**config.mk**
```make
export PLATFORM = sky130hd
export DESIGN_NAME = note_lcd_ctrl
export DESIGN_NICKNAME = d
export VERILOG_FILES = /design/src/rtl/lcd_pkg.sv /design/src/rtl/lcd_bus_xfer.sv /design/src/rtl/note_lcd_ctrl.sv
export SDC_FILE = /design/constraint.sdc
export NUM_CORES = 1
export LEC_CHECK = 0
export CORE_ASPECT_RATIO = 0.7
export CORE_UTILIZATION = 40
export DETAILED_ROUTE_END_ITERATION = 10
export PLACE_DENSITY_LB_ADDON = 0.2
export SYNTH_ARGS = -nofsm -noshare
export SYNTH_HDL_FRONTEND = slang
export SYNTH_SLANG_ARGS = --single-unit
```
**constraint.sdc**
```tcl
create_clock -name clk -period 5.25 [get_ports clk]
set_clock_uncertainty 0.05 [all_clocks]
set_input_delay 0.525 -clock clk [delete_from_list [all_inputs] [get_ports clk]]
set_output_delay 0.525 -clock clk [all_outputs]
set_load 0.05 [all_outputs]
```
**src/rtl/lcd_pkg.sv**
```systemverilog
// Shared constants, enums and small helpers for the note-grid LCD controller.
// HD44780-style command set, glyph codes and DDRAM row bases live here.
package lcd_pkg;

    localparam logic [7:0] CmdFuncSet   = 8'h38;  // 8-bit bus, 2 lines, 5x8 font
    localparam logic [7:0] CmdDispOn    = 8'h0C;
    localparam logic [7:0] CmdEntryMode = 8'h06;
    localparam logic [7:0] CmdClear     = 8'h01;
    localparam logic [7:0] CmdSetDdram  = 8'h80;

    localparam logic [7:0] GlyphRest = 8'h20;
    localparam logic [7:0] GlyphNote = 8'h4F;
    localparam logic [7:0] GlyphTie  = 8'h3C;

    typedef enum logic [2:0] {
        StPwrWait,
        StInit,
        StIdle,
        StRowAddr,
        StChar,
        StDone
    } top_state_e;

    typedef enum logic [1:0] {
        PhIdle,
        PhSetup,
        PhHigh,
        PhWait
    } bus_phase_e;

    function automatic logic [7:0] row_base(input logic [1:0] row);
        logic [7:0] base;
        unique case (row)
            2'd0: base = 8'h00;
            2'd1: base = 8'h40;
            2'd2: base = 8'h14;
            2'd3: base = 8'h54;
        endcase
        return base;
    endfunction

    function automatic logic [7:0] glyph(input logic [1:0] note, input logic [7:0] hold);
        logic [7:0] code;
        unique case (note)
            2'd0: code = GlyphRest;
            2'd1: code = GlyphNote;
            2'd2: code = GlyphTie;
            2'd3: code = hold;
        endcase
        return code;
    endfunction

endpackage

```
**src/rtl/lcd_bus_xfer.sv**
```systemverilog
// One LCD bus write: SETUP -> E high -> execution wait, timed by a cycle counter.
// Owns LCD_E/RS/DATA; RS and DATA are latched on start and held until the wait ends.
module lcd_bus_xfer
    import lcd_pkg::*;
#(
    parameter int unsigned SETUP_CYC  = 2,
    parameter int unsigned E_HIGH_CYC = 25,
    parameter int unsigned EXEC_CYC   = 2500,
    parameter int unsigned CLEAR_CYC  = 100000
) (
    input  logic       clk,
    input  logic       rst_n,
    input  logic       start_i,
    input  logic       rs_i,
    input  logic [7:0] data_i,
    output logic       done_o,
    output logic       lcd_e_o,
    output logic       lcd_rs_o,
    output logic [7:0] lcd_data_o
);

    localparam int unsigned MaxA   = (SETUP_CYC > E_HIGH_CYC) ? SETUP_CYC : E_HIGH_CYC;
    localparam int unsigned MaxB   = (EXEC_CYC > CLEAR_CYC) ? EXEC_CYC : CLEAR_CYC;
    localparam int unsigned MaxCyc = (MaxA > MaxB) ? MaxA : MaxB;
    localparam int unsigned CntW   = (MaxCyc > 1) ? $clog2(MaxCyc) : 1;

    bus_phase_e      phase_q, phase_d;
    logic [CntW-1:0] cnt_q, cnt_d;
    logic            rs_q, rs_d;
    logic [7:0]      data_q, data_d;
    logic            e_q, e_d;
    logic [CntW-1:0] wait_last;

    // Clear needs the long execution time; everything else uses the normal one.
    always_comb begin
        wait_last = CntW'(EXEC_CYC - 1);
        if (!rs_q && data_q == CmdClear) begin
            wait_last = CntW'(CLEAR_CYC - 1);
        end
    end

    always_comb begin
        phase_d = phase_q;
        cnt_d   = cnt_q;
        rs_d    = rs_q;
        data_d  = data_q;
        done_o  = 1'b0;
        unique case (phase_q)
            PhIdle: begin
                if (start_i) begin
                    phase_d = PhSetup;
                    cnt_d   = '0;
                    rs_d    = rs_i;
                    data_d  = data_i;
                end
            end
            PhSetup: begin
                if (cnt_q == CntW'(SETUP_CYC - 1)) begin
                    phase_d = PhHigh;
                    cnt_d   = '0;
                end else begin
                    cnt_d = cnt_q + 1'b1;
                end
            end
            PhHigh: begin
                if (cnt_q == CntW'(E_HIGH_CYC - 1)) begin
                    phase_d = PhWait;
                    cnt_d   = '0;
                end else begin
                    cnt_d = cnt_q + 1'b1;
                end
            end
            PhWait: begin
                if (cnt_q == wait_last) begin
                    phase_d = PhIdle;
                    cnt_d   = '0;
                    done_o  = 1'b1;
                end else begin
                    cnt_d = cnt_q + 1'b1;
                end
            end
            default: phase_d = PhIdle;
        endcase
        e_d = (phase_d == PhHigh);
    end

    always_ff @(posedge clk or negedge rst_n) begin
        if (!rst_n) begin
            phase_q <= PhIdle;
            cnt_q   <= '0;
            rs_q    <= 1'b0;
            data_q  <= 8'h00;
            e_q     <= 1'b0;
        end else begin
            phase_q <= phase_d;
            cnt_q   <= cnt_d;
            rs_q    <= rs_d;
            data_q  <= data_d;
            e_q     <= e_d;
        end
    end

    assign lcd_e_o    = e_q;
    assign lcd_rs_o   = rs_q;
    assign lcd_data_o = data_q;

endmodule

```
**src/rtl/note_lcd_ctrl.sv**
```systemverilog
// Renders a 2-bit-per-cell note grid onto a character LCD: power-up wait, init,
// then one row-address command plus COLS characters per row for each changed frame.
module note_lcd_ctrl
    import lcd_pkg::*;
#(
    parameter int unsigned COLS        = 16,
    parameter int unsigned ROWS        = 2,
    parameter int unsigned SETUP_CYC   = 2,
    parameter int unsigned E_HIGH_CYC  = 25,
    parameter int unsigned EXEC_CYC    = 2500,
    parameter int unsigned CLEAR_CYC   = 100000,
    parameter int unsigned POWERUP_CYC = 1000000,
    parameter logic [7:0]  HOLD_GLYPH  = 8'hDB
) (
    input  logic                 clk,
    input  logic                 rst_n,
    input  logic [ROWS*COLS-1:0] note_bit0,
    input  logic [ROWS*COLS-1:0] note_bit1,
    input  logic                 frame_valid,
    output logic                 frame_ready,
    output logic                 busy,
    output logic                 frame_done,
    output logic                 frame_skipped,
    output logic                 LCD_E,
    output logic                 LCD_RS,
    output logic                 LCD_RW,
    output logic [7:0]           LCD_DATA,
    output logic                 LCD_ON
);

    localparam int unsigned Cells = ROWS * COLS;
    localparam int unsigned ColW  = (COLS > 1) ? $clog2(COLS) : 1;
    localparam int unsigned RowW  = (ROWS > 1) ? $clog2(ROWS) : 1;
    localparam int unsigned CellW = (Cells > 1) ? $clog2(Cells) : 1;
    localparam int unsigned PwrW  = (POWERUP_CYC > 1) ? $clog2(POWERUP_CYC) : 1;

    top_state_e       state_q, state_d;
    logic [PwrW-1:0]  pwr_cnt_q, pwr_cnt_d;
    logic [1:0]       init_idx_q, init_idx_d;
    logic [RowW-1:0]  row_q, row_d;
    logic [ColW-1:0]  col_q, col_d;
    logic             pend_q, pend_d;
    logic             skip_q, skip_d;
    logic [Cells-1:0] shadow0_q, shadow0_d, shadow1_q, shadow1_d;
    logic [Cells-1:0] disp0_q, disp0_d, disp1_q, disp1_d;
    logic             disp_valid_q, disp_valid_d;

    logic             xfer_start, xfer_rs, xfer_done, xfer_state, step;
    logic [7:0]       xfer_data, init_cmd;
    logic [CellW-1:0] cell_idx;
    logic [1:0]       cell_note;
    logic             same_frame;

    always_comb begin
        cell_idx  = CellW'(row_q) * CellW'(COLS) + CellW'(col_q);
        cell_note = {shadow1_q[cell_idx], shadow0_q[cell_idx]};
        unique case (init_idx_q)
            2'd0: init_cmd = CmdFuncSet;
            2'd1: init_cmd = CmdDispOn;
            2'd2: init_cmd = CmdEntryMode;
            2'd3: init_cmd = CmdClear;
        endcase
        same_frame = disp_valid_q && (note_bit0 == disp0_q) && (note_bit1 == disp1_q);
        // One start pulse per transfer; step marks the cycle the bus reports completion.
        xfer_state = (state_q == StInit) || (state_q == StRowAddr) || (state_q == StChar);
        xfer_start = xfer_state && !pend_q;
        step       = pend_q && xfer_done;
    end

    always_comb begin
        state_d      = state_q;
        pwr_cnt_d    = pwr_cnt_q;
        init_idx_d   = init_idx_q;
        row_d        = row_q;
        col_d        = col_q;
        pend_d       = pend_q;
        skip_d       = skip_q;
        shadow0_d    = shadow0_q;
        shadow1_d    = shadow1_q;
        disp0_d      = disp0_q;
        disp1_d      = disp1_q;
        disp_valid_d = disp_valid_q;
        xfer_rs      = 1'b0;
        xfer_data    = 8'h00;

        if (xfer_start) begin
            pend_d = 1'b1;
        end else if (step) begin
            pend_d = 1'b0;
        end

        unique case (state_q)
            StPwrWait: begin
                if (pwr_cnt_q == PwrW'(POWERUP_CYC - 1)) begin
                    pwr_cnt_d = '0;
                    state_d   = StInit;
                end else begin
                    pwr_cnt_d = pwr_cnt_q + 1'b1;
                end
            end
            StInit: begin
                xfer_data = init_cmd;
                if (step) begin
                    if (init_idx_q == 2'd3) begin
                        init_idx_d = 2'd0;
                        state_d    = StIdle;
                    end else begin
                        init_idx_d = init_idx_q + 2'd1;
                    end
                end
            end
            StIdle: begin
                if (frame_valid) begin
                    shadow0_d = note_bit0;
                    shadow1_d = note_bit1;
                    row_d     = '0;
                    col_d     = '0;
                    skip_d    = same_frame;
                    state_d   = same_frame ? StDone : StRowAddr;
                end
            end
            StRowAddr: begin
                xfer_data = CmdSetDdram | row_base(2'(row_q));
                if (step) begin
                    state_d = StChar;
                end
            end
            StChar: begin
                xfer_rs   = 1'b1;
                xfer_data = glyph(cell_note, HOLD_GLYPH);
                if (step) begin
                    if (col_q == ColW'(COLS - 1)) begin
                        col_d = '0;
                        if (row_q == RowW'(ROWS - 1)) begin
                            row_d   = '0;
                            state_d = StDone;
                        end else begin
                            row_d   = row_q + 1'b1;
                            state_d = StRowAddr;
                        end
                    end else begin
                        col_d = col_q + 1'b1;
                    end
                end
            end
            StDone: begin
                disp0_d      = shadow0_q;
                disp1_d      = shadow1_q;
                disp_valid_d = 1'b1;
                state_d      = StIdle;
            end
            default: state_d = StPwrWait;
        endcase
    end

    always_ff @(posedge clk or negedge rst_n) begin
        if (!rst_n) begin
            state_q      <= StPwrWait;
            pwr_cnt_q    <= '0;
            init_idx_q   <= 2'd0;
            row_q        <= '0;
            col_q        <= '0;
            pend_q       <= 1'b0;
            skip_q       <= 1'b0;
            shadow0_q    <= '0;
            shadow1_q    <= '0;
            disp0_q      <= '0;
            disp1_q      <= '0;
            disp_valid_q <= 1'b0;
        end else begin
            state_q      <= state_d;
            pwr_cnt_q    <= pwr_cnt_d;
            init_idx_q   <= init_idx_d;
            row_q        <= row_d;
            col_q        <= col_d;
            pend_q       <= pend_d;
            skip_q       <= skip_d;
            shadow0_q    <= shadow0_d;
            shadow1_q    <= shadow1_d;
            disp0_q      <= disp0_d;
            disp1_q      <= disp1_d;
            disp_valid_q <= disp_valid_d;
        end
    end

    lcd_bus_xfer #(
        .SETUP_CYC  (SETUP_CYC),
        .E_HIGH_CYC (E_HIGH_CYC),
        .EXEC_CYC   (EXEC_CYC),
        .CLEAR_CYC  (CLEAR_CYC)
    ) u_bus (
        .clk        (clk),
        .rst_n      (rst_n),
        .start_i    (xfer_start),
        .rs_i       (xfer_rs),
        .data_i     (xfer_data),
        .done_o     (xfer_done),
        .lcd_e_o    (LCD_E),
        .lcd_rs_o   (LCD_RS),
        .lcd_data_o (LCD_DATA)
    );

    assign frame_ready   = (state_q == StIdle);
    assign busy          = (state_q != StIdle);
    assign frame_done    = (state_q == StDone);
    assign frame_skipped = (state_q == StDone) && skip_q;
    assign LCD_RW        = 1'b0;
    assign LCD_ON        = 1'b1;

endmodule
```
==> flow_metrics.py <==
metrics = {
    "worst_setup_path": {
        "cp.required_ns": 4.68,
        "crit_type": "reg2out",
        "start_kind": "flip-flop",
        "cp_data_arrival_time_ns": 2.81,
        "rr_worst_depth": 9,
        "cp_max_fo": 32,
        "r2r_slack_ns": 2.14,
        "crit_path_max_incr_delay_ns": 0.80,
        "reg2reg_to": "u_bus.lcd_data_o[4]",
        "worstReg2RegStart": "col_q[0]",
        "path_cells": "nand3b_1 -> inv_2 -> and2_1 -> clkdlybuf4s50_1",
        "end_kind": "output port",
        "cp_slowest_cell": "clkdlybuf4s50_1",
    },
    "finish": {
        "final_area_mm2": 0.0113,
        "final_cell_mix": "422 x nand2_1, 190 x dfrtp_1, 79 x clkdlybuf4s50_1",
        "final_core_util": 0.479,
        "drive_gt1_frac": 0.0540,
        "final_net_count": 1233,
        "stdcell_count": 1484,
        "diodes": 0,
        "syn_to_final_growth_pct": 17.6,
        "mostFrequentLayoutCell": "nand2_1",
    },
    "clock_network": {
        "htreeDepth": 4,
        "cts_root_buffer": "clkbuf_16",
        "cts_buffers": 17,
        "cts.reportedPaths.clkPinSlew_ns": 0.06,
        "cts.hold.buffers_added": 0,
        "cts_tree": "done",
        "cts-resized-gates": 0,
        "clock-sinks": 190,
        "cts_setup_buffers": 0,
        "insertion_delay_ns": 0.43,
        "clockBufferDepth": 2,
    },
    "grt": {
        "grt_pass1_vias": 7460,
        "gr-total-overflow": 0,
        "grtUsageTotal": 0.222,
        "antenna_found_initial": 0,
        "grt_max_degree": 122,
        "grt_first_pass_wirelength_um": 42500,
    },
    "synth": {
        "avgSynthCellArea_um2": 8.77,
        "syn-num-nets": 1177,
        "ys.warnings.count": 0,
        "async_flop_share": 1.00,
        "synth-edff-count": 0,
        "synth-seq-cells": 190,
        "synth_cell_types": 68,
        "synth_ff_type": "dfrtp_1",
        "yosysSeqAreaShare": 0.494,
        "syn_area_mm2": 0.00962,
        "synth_cells": 1097,
    },
    "place": {
        "port_buffers": 80,
        "globalplace.congestion": 0.823,
        "hpwlAfterDp_um": 18200,
        "place_inst": 1452,
        "place_ws_ns": 2.02,
        "dpl_cell_area_mm2": 0.0107,
    },
    "status": {
        "status": "completed",
    },
    "floorplanning": {
        "row_count": 47,
        "start_util": 0.407,
        "ios": 83,
        "dieHeight_um": 132,
        "dieArea_mm2": 0.0247,
        "core-area_mm2": 0.0236,
        "die_w_um": 187,
    },
    "sta": {
        "fin_crit_ns": 3.38,
        "maxSlewHeadroom": 0.402,
        "drv_slew": 0,
        "clock.fmax_mhz": 296,
        "worst_pin_slew_ns": 0.890,
        "finalSetupViolCount": 0,
        "min_period_over_period": 0.644,
        "hold_viol": 0,
        "rsz0062_at_grt": "no",
        "setup-tns-final_ns": 0,
        "fin_ws_ns": 1.87,
    },
    "routing": {
        "routed_via_density": 5.26,
        "dr.pass1.iters": 5,
        "drc": 0,
        "ant_nets": 0,
        "wl_um": 26300,
        "wl_per_cell_um": 17.7,
        "drt_iter0_drc": 711,
        "vias": 7811,
    },
    "power": {
        "ir_drop_mv": 0.274,
        "power_leakage_uw": 0.00562,
        "powerDensity_mw_per_mm2": 268,
    },
    "hold_path": {
        "hold_path_class": "in2async",
    },
    "run": {
        "maxCapViolCount": 0,
    },
}
[routing by layer]
| metal | wire length (um) | vias up | share of wire | track usage |
|---|---|---|---|---|
| met4 | 299 | 0 | 0.011 | 0.0510 |
| met3 | 1390 | 15 | 0.053 | 0.0397 |
| met1 | 13900 | 3838 | 0.53 | 0.363 |
| met2 | 10700 | 185 | 0.41 | 0.299 |
| li1 | - | 3773 | - | - |
| met5 | 0 | - | 0 | 0 |
[cell type report]
type                       count  area, um2
timing repair buffer          90        892
tap                          318        398
multi-input combinational    823       4510
sequential                   190       4750
fill                        2286      12300
clock buffer                  21        460
clock inverter                11        188
inverter                      31        116
[logic make-up (layout without fill, tap and decap cells)]
group | after synthesis | after routing | synth area share
XOR/XNOR | 59 | 59 | 0.0537
other | 2 | 2 | 0.000780
buffers and inverters | 84 | 153 | 0.0380
adder cells (fa/ha/maj) | 13 | 13 | 0.0169
AND/OR/NAND/NOR | 583 | 583 | 0.260
AO/OA/AOI/OAI | 136 | 136 | 0.0941
multiplexers | 30 | 30 | 0.0424
flip-flops | 190 | 190 | 0.494
[worst max path at each step]
stage | startpoint | to | slack [ns] | cells past startpoint
finish | state_q[1] | frame_skipped | 1.87 | 4
global route | state_q[1] | frame_skipped | 1.69 | 4
CTS | state_q[1] | frame_skipped | 1.87 | 4
detailed placement | note_bit0[22] | state_q[2] | 2.02 | 7
global placement | note_bit1[23] | state_q[2] | 2.06 | 7
floorplan | col_q[0] | u_bus.lcd_data_o[4] | 2.67 | 12
[state kept, by name, summed over array words and instances (netlist names), 2 cells and up]
register / flops
u_bus.phase_q: 2
col_q: 4
init_idx_q: 2
shadow0_q: 32
shadow1_q: 32
pwr_cnt_q: 20
disp0_q: 32
u_bus.lcd_data_o: 8
state_q: 3
u_bus.cnt_q: 17
disp1_q: 32
[cells in the mapped netlist, types with 3 or more instances]
cell       number  area (um2)
clkbuf_1       42         158
o221ai_1       10        87.6
mux2i_1        19         190
ha_1           13         163
nor3_1         12        60.1
o211ai_1        8        60.1
dfrtp_1       190        4750
inv_1          30         113
or3_1           7        43.8
o22ai_1        16         100
xnor2_1        16         140
a21oi_1        19        95.1
o2111ai_1       3        26.3
mux4_2          8         180
nor2b_1        13        81.3
nor4_1         17         106
a31oi_1         7        43.8
nor2_1         42         158
xor2_1         43         377
nand3_1        16        80.1
a211oi_1        5        37.5
and2_1          8        50.1
a21o_1          5        37.5
o21a_1          3        22.5
nand4_1        12        75.1
nand3b_1        3        22.5
or4_1           3        22.5
buf_2           3        15.0
and3_1          7        43.8
nand4b_1        3        26.3
nand2b_1        6        37.5
o21ai_0        39         195
nand2_1       422        1580
[report_power, final]
| group | leakage [uW] | internal, uW | switching [uW] |
|---|---|---|---|
| registers | 0.00260 | 1460 | 0 |
| logic | 0.00269 | 57.7 | 75.7 |
| clock network | 0.000321 | 870 | 569 |
| total | 0.00562 | 2390 | 645 |
[metrics by stage]
stage | power (uW) | hold slack, ns
6_report | 3040 | 0.0352
5_1_grt | 3130 | 0.0768
4_1_cts | 3060 | 0.0619
3_5_place_dp | 1630 | 0.396
3_3_place_gp | 1630 | 0.394
2_1_floorplan | 1520 | 0.179
[worst max-delay path: cells and delay by family, from the launching register on]
kind | cells | cell delay [ns]
flip-flops | 1 | 0.55
AND/OR/NAND/NOR | 2 | 0.49
buffers and inverters | 2 | 1.32
Note: power is estimated with default switching activity, not from simulation.
